File: config.mk
export PLATFORM = sky130hd
export DESIGN_NAME = token_stream_sender_flat
export DESIGN_NICKNAME = d
export VERILOG_FILES = /design/src/rtl/token_stream_sender_if.sv /design/src/rtl/token_stream_sender.sv /design/src/flat_wrapper.sv
export SDC_FILE = /design/constraint.sdc
export NUM_CORES = 1
export LEC_CHECK = 0
export BUFFER_PORTS_ARGS = -buffer_cell sky130_fd_sc_hd__buf_2
export CAP_MARGIN = 20
export CORE_MARGIN = 2
export CORE_UTILIZATION = 55
export CTS_CLUSTER_DIAMETER = 60
export CTS_CLUSTER_SIZE = 24
export DETAILED_ROUTE_END_ITERATION = 7
export PLACE_DENSITY = 0.75
export REMOVE_ABC_BUFFERS = 1
export SLEW_MARGIN = 40
export SYNTH_ARGS = -nofsm -noshare
export SYNTH_HDL_FRONTEND = slang
export SYNTH_SLANG_ARGS = --single-unit
File: constraint.sdc
create_clock -name clock -period 4.81 [get_ports clock]
set_input_delay 0.7215 -clock clock [delete_from_list [all_inputs] [get_ports clock]]
set_output_delay 0.7215 -clock clock [all_outputs]
set_load 0.05 [all_outputs]
File: src/rtl/token_stream_sender_if.sv
// Host and link signal bundle for token_stream_sender.
//   master : the sender side. It takes the host controls, FIFO writes and
//            backward tokens, and drives status and forward tokens.
//   slave  : the host/link side. It drives the opposite directions.
interface token_stream_sender_if #(
  parameter int unsigned WIDTH_DATA   = 32,
  parameter int unsigned WIDTH_LENGTH = 10
);
  logic                    I_Start;
  logic [WIDTH_LENGTH-1:0] I_Length;
  logic                    I_Push;
  logic [WIDTH_DATA-1:0]   I_Data;
  logic                    O_Full;
  logic                    O_Busy;
  logic                    O_Done;
  logic                    O_Abort;
  logic                    O_FTk_v;
  logic                    O_FTk_a;
  logic                    O_FTk_r;
  logic [WIDTH_DATA-1:0]   O_FTk_d;
  logic                    I_BTk_n;
  logic                    I_BTk_t;
  logic                    I_BTk_v;
  logic                    I_BTk_c;

  modport master (
    input  I_Start, I_Length, I_Push, I_Data,
    input  I_BTk_n, I_BTk_t, I_BTk_v, I_BTk_c,
    output O_Full, O_Busy, O_Done, O_Abort,
    output O_FTk_v, O_FTk_a, O_FTk_r, O_FTk_d
  );

  modport slave (
    output I_Start, I_Length, I_Push, I_Data,
    output I_BTk_n, I_BTk_t, I_BTk_v, I_BTk_c,
    input  O_Full, O_Busy, O_Done, O_Abort,
    input  O_FTk_v, O_FTk_a, O_FTk_r, O_FTk_d
  );
endinterface

File: src/rtl/token_stream_sender.sv
// Forward-token stream source.
// Buffers host payload words in a FIFO. For each stream it sends an acquire
// token (d = length), waits for the grant, sends the data tokens (the last one
// carries r=1), and then reports done. A terminate flushes the FIFO and
// reports abort.
// Ports:
//   clock, reset : system clock, asynchronous active-low reset.
//   bus          : host controls and status, FIFO write port,
//                  forward token outputs and backward token inputs.
module token_stream_sender #(
  parameter int unsigned WIDTH_DATA   = 32,
  parameter int unsigned WIDTH_LENGTH = 10,
  parameter int unsigned DEPTH_FIFO   = 16
) (
  input  logic                 clock,
  input  logic                 reset,
  token_stream_sender_if.master bus
);

  localparam int unsigned WIDTH_PTR = $clog2(DEPTH_FIFO);
  localparam int unsigned WIDTH_CNT = WIDTH_PTR + 1;

  typedef enum logic [1:0] {
    S_IDLE,
    S_ACQ,
    S_GRANT,
    S_SEND
  } state_t;

  state_t                  state_q, state_d;
  logic [WIDTH_LENGTH-1:0] rem_q, rem_d;
  logic                    v_q, v_d;
  logic                    a_q, a_d;
  logic                    r_q, r_d;
  logic [WIDTH_DATA-1:0]   d_q, d_d;
  logic                    busy_q;
  logic                    done_q, done_d;
  logic                    abort_q, abort_d;

  logic [WIDTH_DATA-1:0]   mem [DEPTH_FIFO];
  logic [WIDTH_PTR-1:0]    wr_q, rd_q;
  logic [WIDTH_CNT-1:0]    count_q;
  logic                    empty, full;
  logic                    pop, flush, push_ok;
  logic [WIDTH_DATA-1:0]   head;

  logic                    accept;
  logic                    unused_btk_c;

  assign unused_btk_c = bus.I_BTk_c;

  assign empty   = (count_q == '0);
  assign full    = (count_q == WIDTH_CNT'(DEPTH_FIFO));
  assign head    = mem[rd_q];
  // A push into a full FIFO is allowed only when a pop frees a slot in the same cycle.
  assign push_ok = bus.I_Push && (!full || pop);
  assign accept  = v_q && !bus.I_BTk_n;

  // Next-state, token register and FIFO control.
  always_comb begin
    state_d = state_q;
    rem_d   = rem_q;
    v_d     = v_q;
    a_d     = a_q;
    r_d     = r_q;
    d_d     = d_q;
    done_d  = 1'b0;
    abort_d = 1'b0;
    pop     = 1'b0;
    flush   = 1'b0;

    unique case (state_q)
      S_IDLE: begin
        if (bus.I_Start && (bus.I_Length != '0)) begin
          rem_d   = bus.I_Length;
          v_d     = 1'b1;
          a_d     = 1'b1;
          r_d     = 1'b0;
          d_d     = WIDTH_DATA'(bus.I_Length);
          state_d = S_ACQ;
        end
      end

      S_ACQ: begin
        if (bus.I_BTk_t) begin
          flush   = 1'b1;
        end else if (accept) begin
          v_d     = 1'b0;
          a_d     = 1'b0;
          state_d = S_GRANT;
        end
      end

      S_GRANT: begin
        if (bus.I_BTk_t) begin
          flush   = 1'b1;
        end else if (bus.I_BTk_v) begin
          state_d = S_SEND;
          // Load the first word on the grant edge itself, which saves one cycle.
          if (!empty) begin
            v_d   = 1'b1;
            a_d   = 1'b0;
            r_d   = (rem_q == WIDTH_LENGTH'(1));
            d_d   = head;
            pop   = 1'b1;
            rem_d = rem_q - WIDTH_LENGTH'(1);
          end
        end
      end

      S_SEND: begin
        // Completion wins over a terminate that arrives in the same cycle.
        if (accept && r_q) begin
          v_d     = 1'b0;
          r_d     = 1'b0;
          done_d  = 1'b1;
          state_d = S_IDLE;
        end else if (bus.I_BTk_t) begin
          flush   = 1'b1;
        end else if (!v_q || accept) begin
          if (!empty) begin
            v_d   = 1'b1;
            a_d   = 1'b0;
            r_d   = (rem_q == WIDTH_LENGTH'(1));
            d_d   = head;
            pop   = 1'b1;
            rem_d = rem_q - WIDTH_LENGTH'(1);
          end else begin
            v_d   = 1'b0;
          end
        end
      end

      default: state_d = S_IDLE;
    endcase

    // Terminate: clear the token, pulse abort and drop back to idle.
    if (flush) begin
      v_d     = 1'b0;
      a_d     = 1'b0;
      r_d     = 1'b0;
      d_d     = '0;
      abort_d = 1'b1;
      state_d = S_IDLE;
    end
  end

  // State and registered outputs.
  always_ff @(posedge clock or negedge reset) begin
    if (!reset) begin
      state_q <= S_IDLE;
      rem_q   <= '0;
      v_q     <= 1'b0;
      a_q     <= 1'b0;
      r_q     <= 1'b0;
      d_q     <= '0;
      busy_q  <= 1'b0;
      done_q  <= 1'b0;
      abort_q <= 1'b0;
    end else begin
      state_q <= state_d;
      rem_q   <= rem_d;
      v_q     <= v_d;
      a_q     <= a_d;
      r_q     <= r_d;
      d_q     <= d_d;
      busy_q  <= (state_d != S_IDLE);
      done_q  <= done_d;
      abort_q <= abort_d;
    end
  end

  // FIFO pointers and occupancy. A flush discards every queued word, but a
  // push in the same cycle is kept.
  always_ff @(posedge clock or negedge reset) begin
    if (!reset) begin
      wr_q    <= '0;
      rd_q    <= '0;
      count_q <= '0;
    end else begin
      if (push_ok) begin
        wr_q <= wr_q + WIDTH_PTR'(1);
      end
      if (flush) begin
        rd_q    <= wr_q;
        count_q <= push_ok ? WIDTH_CNT'(1) : '0;
      end else begin
        if (pop) begin
          rd_q <= rd_q + WIDTH_PTR'(1);
        end
        case ({push_ok, pop})
          2'b10:   count_q <= count_q + WIDTH_CNT'(1);
          2'b01:   count_q <= count_q - WIDTH_CNT'(1);
          default: count_q <= count_q;
        endcase
      end
    end
  end

  // FIFO storage.
  always_ff @(posedge clock) begin
    if (push_ok) begin
      mem[wr_q] <= bus.I_Data;
    end
  end

  assign bus.O_Full  = full;
  assign bus.O_Busy  = busy_q;
  assign bus.O_Done  = done_q;
  assign bus.O_Abort = abort_q;
  assign bus.O_FTk_v = v_q;
  assign bus.O_FTk_a = a_q;
  assign bus.O_FTk_r = r_q;
  assign bus.O_FTk_d = d_q;

endmodule
File: src/flat_wrapper.sv
// flat-port wrapper written by rule: the top's interface ports become plain ports
module token_stream_sender_flat 
#(
  parameter int unsigned WIDTH_DATA   = 32,
  parameter int unsigned WIDTH_LENGTH = 10,
  parameter int unsigned DEPTH_FIFO   = 16
)
  (clock, reset, bus_I_Start, bus_I_Length, bus_I_Push, bus_I_Data, bus_I_BTk_n, bus_I_BTk_t, bus_I_BTk_v, bus_I_BTk_c, bus_O_Full, bus_O_Busy, bus_O_Done, bus_O_Abort, bus_O_FTk_v, bus_O_FTk_a, bus_O_FTk_r, bus_O_FTk_d);
  token_stream_sender_if #(.WIDTH_DATA(WIDTH_DATA), .WIDTH_LENGTH(WIDTH_LENGTH)) bus_i ();
  input  logic clock;
  input  logic reset;
  input wire logic [$bits(bus_i.I_Start)-1:0] bus_I_Start;
  input wire logic [$bits(bus_i.I_Length)-1:0] bus_I_Length;
  input wire logic [$bits(bus_i.I_Push)-1:0] bus_I_Push;
  input wire logic [$bits(bus_i.I_Data)-1:0] bus_I_Data;
  input wire logic [$bits(bus_i.I_BTk_n)-1:0] bus_I_BTk_n;
  input wire logic [$bits(bus_i.I_BTk_t)-1:0] bus_I_BTk_t;
  input wire logic [$bits(bus_i.I_BTk_v)-1:0] bus_I_BTk_v;
  input wire logic [$bits(bus_i.I_BTk_c)-1:0] bus_I_BTk_c;
  output wire logic [$bits(bus_i.O_Full)-1:0] bus_O_Full;
  output wire logic [$bits(bus_i.O_Busy)-1:0] bus_O_Busy;
  output wire logic [$bits(bus_i.O_Done)-1:0] bus_O_Done;
  output wire logic [$bits(bus_i.O_Abort)-1:0] bus_O_Abort;
  output wire logic [$bits(bus_i.O_FTk_v)-1:0] bus_O_FTk_v;
  output wire logic [$bits(bus_i.O_FTk_a)-1:0] bus_O_FTk_a;
  output wire logic [$bits(bus_i.O_FTk_r)-1:0] bus_O_FTk_r;
  output wire logic [$bits(bus_i.O_FTk_d)-1:0] bus_O_FTk_d;
  assign bus_i.I_Start = bus_I_Start;
  assign bus_i.I_Length = bus_I_Length;
  assign bus_i.I_Push = bus_I_Push;
  assign bus_i.I_Data = bus_I_Data;
  assign bus_i.I_BTk_n = bus_I_BTk_n;
  assign bus_i.I_BTk_t = bus_I_BTk_t;
  assign bus_i.I_BTk_v = bus_I_BTk_v;
  assign bus_i.I_BTk_c = bus_I_BTk_c;
  assign bus_O_Full = bus_i.O_Full;
  assign bus_O_Busy = bus_i.O_Busy;
  assign bus_O_Done = bus_i.O_Done;
  assign bus_O_Abort = bus_i.O_Abort;
  assign bus_O_FTk_v = bus_i.O_FTk_v;
  assign bus_O_FTk_a = bus_i.O_FTk_a;
  assign bus_O_FTk_r = bus_i.O_FTk_r;
  assign bus_O_FTk_d = bus_i.O_FTk_d;
  token_stream_sender #(.WIDTH_DATA(WIDTH_DATA), .WIDTH_LENGTH(WIDTH_LENGTH), .DEPTH_FIFO(DEPTH_FIFO)) u_core (.clock(clock), .reset(reset), .bus(bus_i));
endmodule
==> key figures <==
STA
  – Slew @ Worst Pin: 0.837 ns
  – Maximum operating frequency: 256 MHz
  – Worst slew slack as a fraction of its limit: 43.7%
  – Number of slew-limit violations in the final report: 0
  – Setup TNS Final: 0 ns
  – Period utilisation layout: 81.2%
  – Number of hold-slack violations in the final timing report: 0
  – Unrepaired setup endpoints after global routing: false
  – Endpoints failing setup: 0
  – Worst Clk Skew: 0.0260 ns
  – Post-route minimum period: 3.90 ns
  – Final hold slack: 0.160 ns

Floorplan
  – Initial standard-cell utilization of the core: 55.8%
  – Overall die width: 208 µm
  – Die height: 208 µm
  – Core area: 40800 µm²
  – Std-Cell Rows: 74
  – Die Footprint: 43100 µm²
  – I/O Pins: 89

Yosys
  – Number of different library cells in the post-synthesis netlist: 59
  – Number of flops mapped to enable cells by yosys: 512
  – Top-count cell post-synth: sky130_fd_sc_hd__edfxtp_1
  – Number of warnings reported in the yosys synthesis log: 0
  – Cells taking the most area after synthesis: sky130_fd_sc_hd__edfxtp_1 (67%), sky130_fd_sc_hd__mux4_2 (16%), sky130_fd_sc_hd__dfrtp_1 (6.9%), sky130_fd_sc_hd__a22o_1 (0.88%), sky130_fd_sc_hd__ha_1 (0.82%)
  – Mapped Area: 22800 µm²
  – Largest area contributor in the netlist: sky130_fd_sc_hd__edfxtp_1
  – Number of flip-flops and latches in the synthesized netlist: 575
  – Predominant post-synthesis flop cell: sky130_fd_sc_hd__edfxtp_1
  – Mean Syn Cell Area: 21.1 µm²
  – Synth Instances: 1083
  – Fraction of the yosys area taken by sequential cells: 74.3%
  – Most common library cells after synthesis: sky130_fd_sc_hd__edfxtp_1 (512), sky130_fd_sc_hd__mux4_2 (159), sky130_fd_sc_hd__dfrtp_1 (63)
  – Top-area cell type share of the netlist area: 67.4%
  – Async set or reset register ratio after synthesis: 11.0%

Global route
  – Aggregate global-route resource usage: 22.6%
  – Antenna violations before repair: 1
  – Maximum number of pins on one net before global-route repair: 65
  – First-pass GRT wire length: 72400 µm
  – Overflow after GRT: 0
  – Via count of the first global-routing pass: 11400

Clocking
  – Clock latency reported for the late side of the worst-skew pair: 0.58 ns
  – Total clock sinks: 575
  – Hold buffers post-CTS: 0
  – CTS tree: built
  – Max Buffers Root-to-Sink: 3
  – Clock root buffer: sky130_fd_sc_hd__clkbuf_16
  – Count of cells resized by post-cts repair: 0
  – Count of H-tree levels built during CTS: 2
  – Number of buffers inserted during clock tree synthesis: 36
  – Buffer count from post-CTS setup fixing: 0
  – Clock transition at path regs: 0.07 ns

Setup path
  – Maximum net fanout on the critical path: 17
  – Most used cell along the critical path: sky130_fd_sc_hd__ha_1
  – Total buffers and inverters traversed by the critical path: 1
  – Slowest cell on the critical path: sky130_fd_sc_hd__ha_1
  – Cell family with the largest share of critical-path delay: adder cells
  – List of cells traversed by the critical path: ha_1 -> a22oi_1 -> o21ai_1 -> and2_1 -> inv_1 -> ha_1 -> ha_1 -> nor2b_1 -> o21ai_0 -> a21oi_1 -> or4_1 -> a21oi_1
  – Nature of the critical path startpoint: flop
  – Critical Setup Path Class: reg2reg
  – Category of the worst setup path capture point: flop
  – CP Data Required Time: 5.29 ns
  – Arrival time at the worst endpoint: 4.38 ns
  – Worst path max stage delay: 0.51 ns

Cells and area
  – Area overhead of the layout relative to synthesis: 10.8%
  – Count of placed standard cells in the final layout, fillers left out: 1744
  – Fin nets: 1251
  – Core utilization of the finished layout: 61.9%
  – Share of cells above drive strength 1: 30.3%

Power
  – Switching Fraction: 31.3%
  – Part of the total power dissipated in combinational logic: 30.0%
  – Switching Power: 4.40 mW
  – Leak pwr: 8.36 nW
  – Sum of internal, switching and leakage power: 14.0 mW
  – Clock share of power: 24.2%
  – PwrDens: 556 nW/µm²
  – Peak ir drop on the vdd network: 0.000387 V
  – Internal power of the cells: 9.65 mW
  – Power share of the sequential group: 45.8%

Routing
  – Post-route DRC: 0
  – TritonRoute pass-1 iters: 5
  – Post-route antenna net violation count: 0
  – Vias: 11200
  – Starting DRC count in detailed routing: 1242
  – Via-to-Cell Ratio: 6.43
  – Routed length per placed instance: 27.5 µm
  – Total length of routed wires: 48000 µm

Min path
  – Type of the tightest min-delay check: in2async

Place
  – Cell total after placement: 1678
  – HPWL after detailed placement: 27500 µm
  – Port Buffers: 87
  – Weighted congestion at the end of routability-driven global placement: 0.830

Flow run
  – Max cap viols: 0

Run status
  – Result of the run: finished clean
## worst reg2reg max path: stages, from the launching register on
cell                      delay [ns]
sky130_fd_sc_hd__dfrtp_1        0.46
sky130_fd_sc_hd__ha_1           0.51
sky130_fd_sc_hd__a22oi_1        0.21
sky130_fd_sc_hd__o21ai_1        0.34
sky130_fd_sc_hd__and2_1         0.49
sky130_fd_sc_hd__inv_1          0.10
sky130_fd_sc_hd__ha_1           0.27
sky130_fd_sc_hd__ha_1           0.34
sky130_fd_sc_hd__nor2b_1        0.16
sky130_fd_sc_hd__o21ai_0        0.21
sky130_fd_sc_hd__a21oi_1        0.12
sky130_fd_sc_hd__or4_1          0.47
sky130_fd_sc_hd__a21oi_1        0.15
## final timing paths
kind | from | end | slack [ns] | cells past startpoint
worst max-delay path | u_core.state_q[1] | u_core.count_q[4] | 0.91 | 12
worst min-delay path | reset | u_core.bus.O_FTk_d[4] | 0.16 | 1
worst max register to register | u_core.state_q[1] | u_core.count_q[4] | 0.91 | 12
worst min register to register | u_core.bus.O_FTk_d[1] | u_core.bus.O_FTk_d[1] | 0.49 | 1
max in group asynchronous | reset | u_core.rd_q[0] | 4.10 | 1
min in group clock | bus_I_Length[2] | u_core.bus.O_FTk_d[2] | 0.42 | 2
## through the flow
step	setup WS, ns	area (µm²)
3_3_place_gp	0.827	23900
4_1_cts	0.964	25200
5_1_grt	0.537	25300
2_1_floorplan	-1.73	22500
3_5_place_dp	0.789	24000
6_report	0.906	25300
## per-layer routing
| metal | vias to the layer above | GRT usage (%) | routed length [µm] |
|---|---|---|---|
| met4 | 2 | 5.53 | 888 |
| met5 | - | 0 | 13 |
| met1 | 5937 | 33.0 | 19900 |
| met3 | 64 | 3.39 | 3400 |
| li1 | 4740 | - | - |
| met2 | 471 | 36.8 | 23800 |
## power by group through the flow
stage	clock (mW)	sequential [mW]	combinational, mW
6_report	3.40	6.43	4.22
4_1_cts	3.46	6.43	4.27
5_1_grt	3.64	6.50	4.51
3_3_place_gp	0	6.64	4.01
2_1_floorplan	0	7.06	2.67
3_5_place_dp	0	6.54	4.26
## cells in the final DEF (no fill, tap or decap), types with 7 or more instances in the layout
cell / instances
sky130_fd_sc_hd__edfxtp_1: 512
sky130_fd_sc_hd__mux4_2: 159
sky130_fd_sc_hd__buf_2: 86
sky130_fd_sc_hd__dfrtp_1: 59
sky130_fd_sc_hd__clkbuf_16: 37
sky130_fd_sc_hd__buf_4: 26
sky130_fd_sc_hd__a22o_1: 23
sky130_fd_sc_hd__nand2_1: 22
sky130_fd_sc_hd__inv_1: 20
sky130_fd_sc_hd__a21oi_1: 20
sky130_fd_sc_hd__nor2_1: 19
sky130_fd_sc_hd__o21ai_0: 16
sky130_fd_sc_hd__ha_1: 15
sky130_fd_sc_hd__and3_2: 14
sky130_fd_sc_hd__nor3b_1: 13
sky130_fd_sc_hd__nand3_1: 11
sky130_fd_sc_hd__a221o_1: 10
sky130_fd_sc_hd__nor2b_1: 8
sky130_fd_sc_hd__buf_12: 8
sky130_fd_sc_hd__xnor2_1: 7
## state kept, by name, summed over array words and instances, names as in the netlist, 2 cells and up
signal and count:
u_core.bus.O_FTk_d 32, u_core.count_q 5, u_core.wr_q 4, u_core.mem 512, u_core.rem_q 10, u_core.rd_q 4
u_core.state_q 2
## layout make-up
| cell class | count | area, µm² |
|---|---|---|
| diodes | 1 | 2.50 |
| fillers | 2716 | 15600 |
| clock buffers | 43 | 958 |
| repair buffers | 122 | 802 |
| flip-flops and latches | 575 | 17000 |
| inverters | 21 | 78.8 |
| clock inverters | 21 | 299 |
| well taps | 532 | 666 |
| multi-input cells | 429 | 5490 |
## logic make-up (layout without fill, tap and decap cells)
group	after synthesis	after routing	share of synthesized area [%]
multiplexers	162	162	15.8
other	0	1	0
XOR/XNOR	8	8	0.307
adder cells (fa/ha/maj)	16	16	0.911
flip-flops	575	575	74.3
AO/OA/AOI/OAI	122	122	3.97
AND/OR/NAND/NOR	121	121	2.88
buffers and inverters	79	207	1.76
No activity file was read; power rests on OpenSTA's default activity.
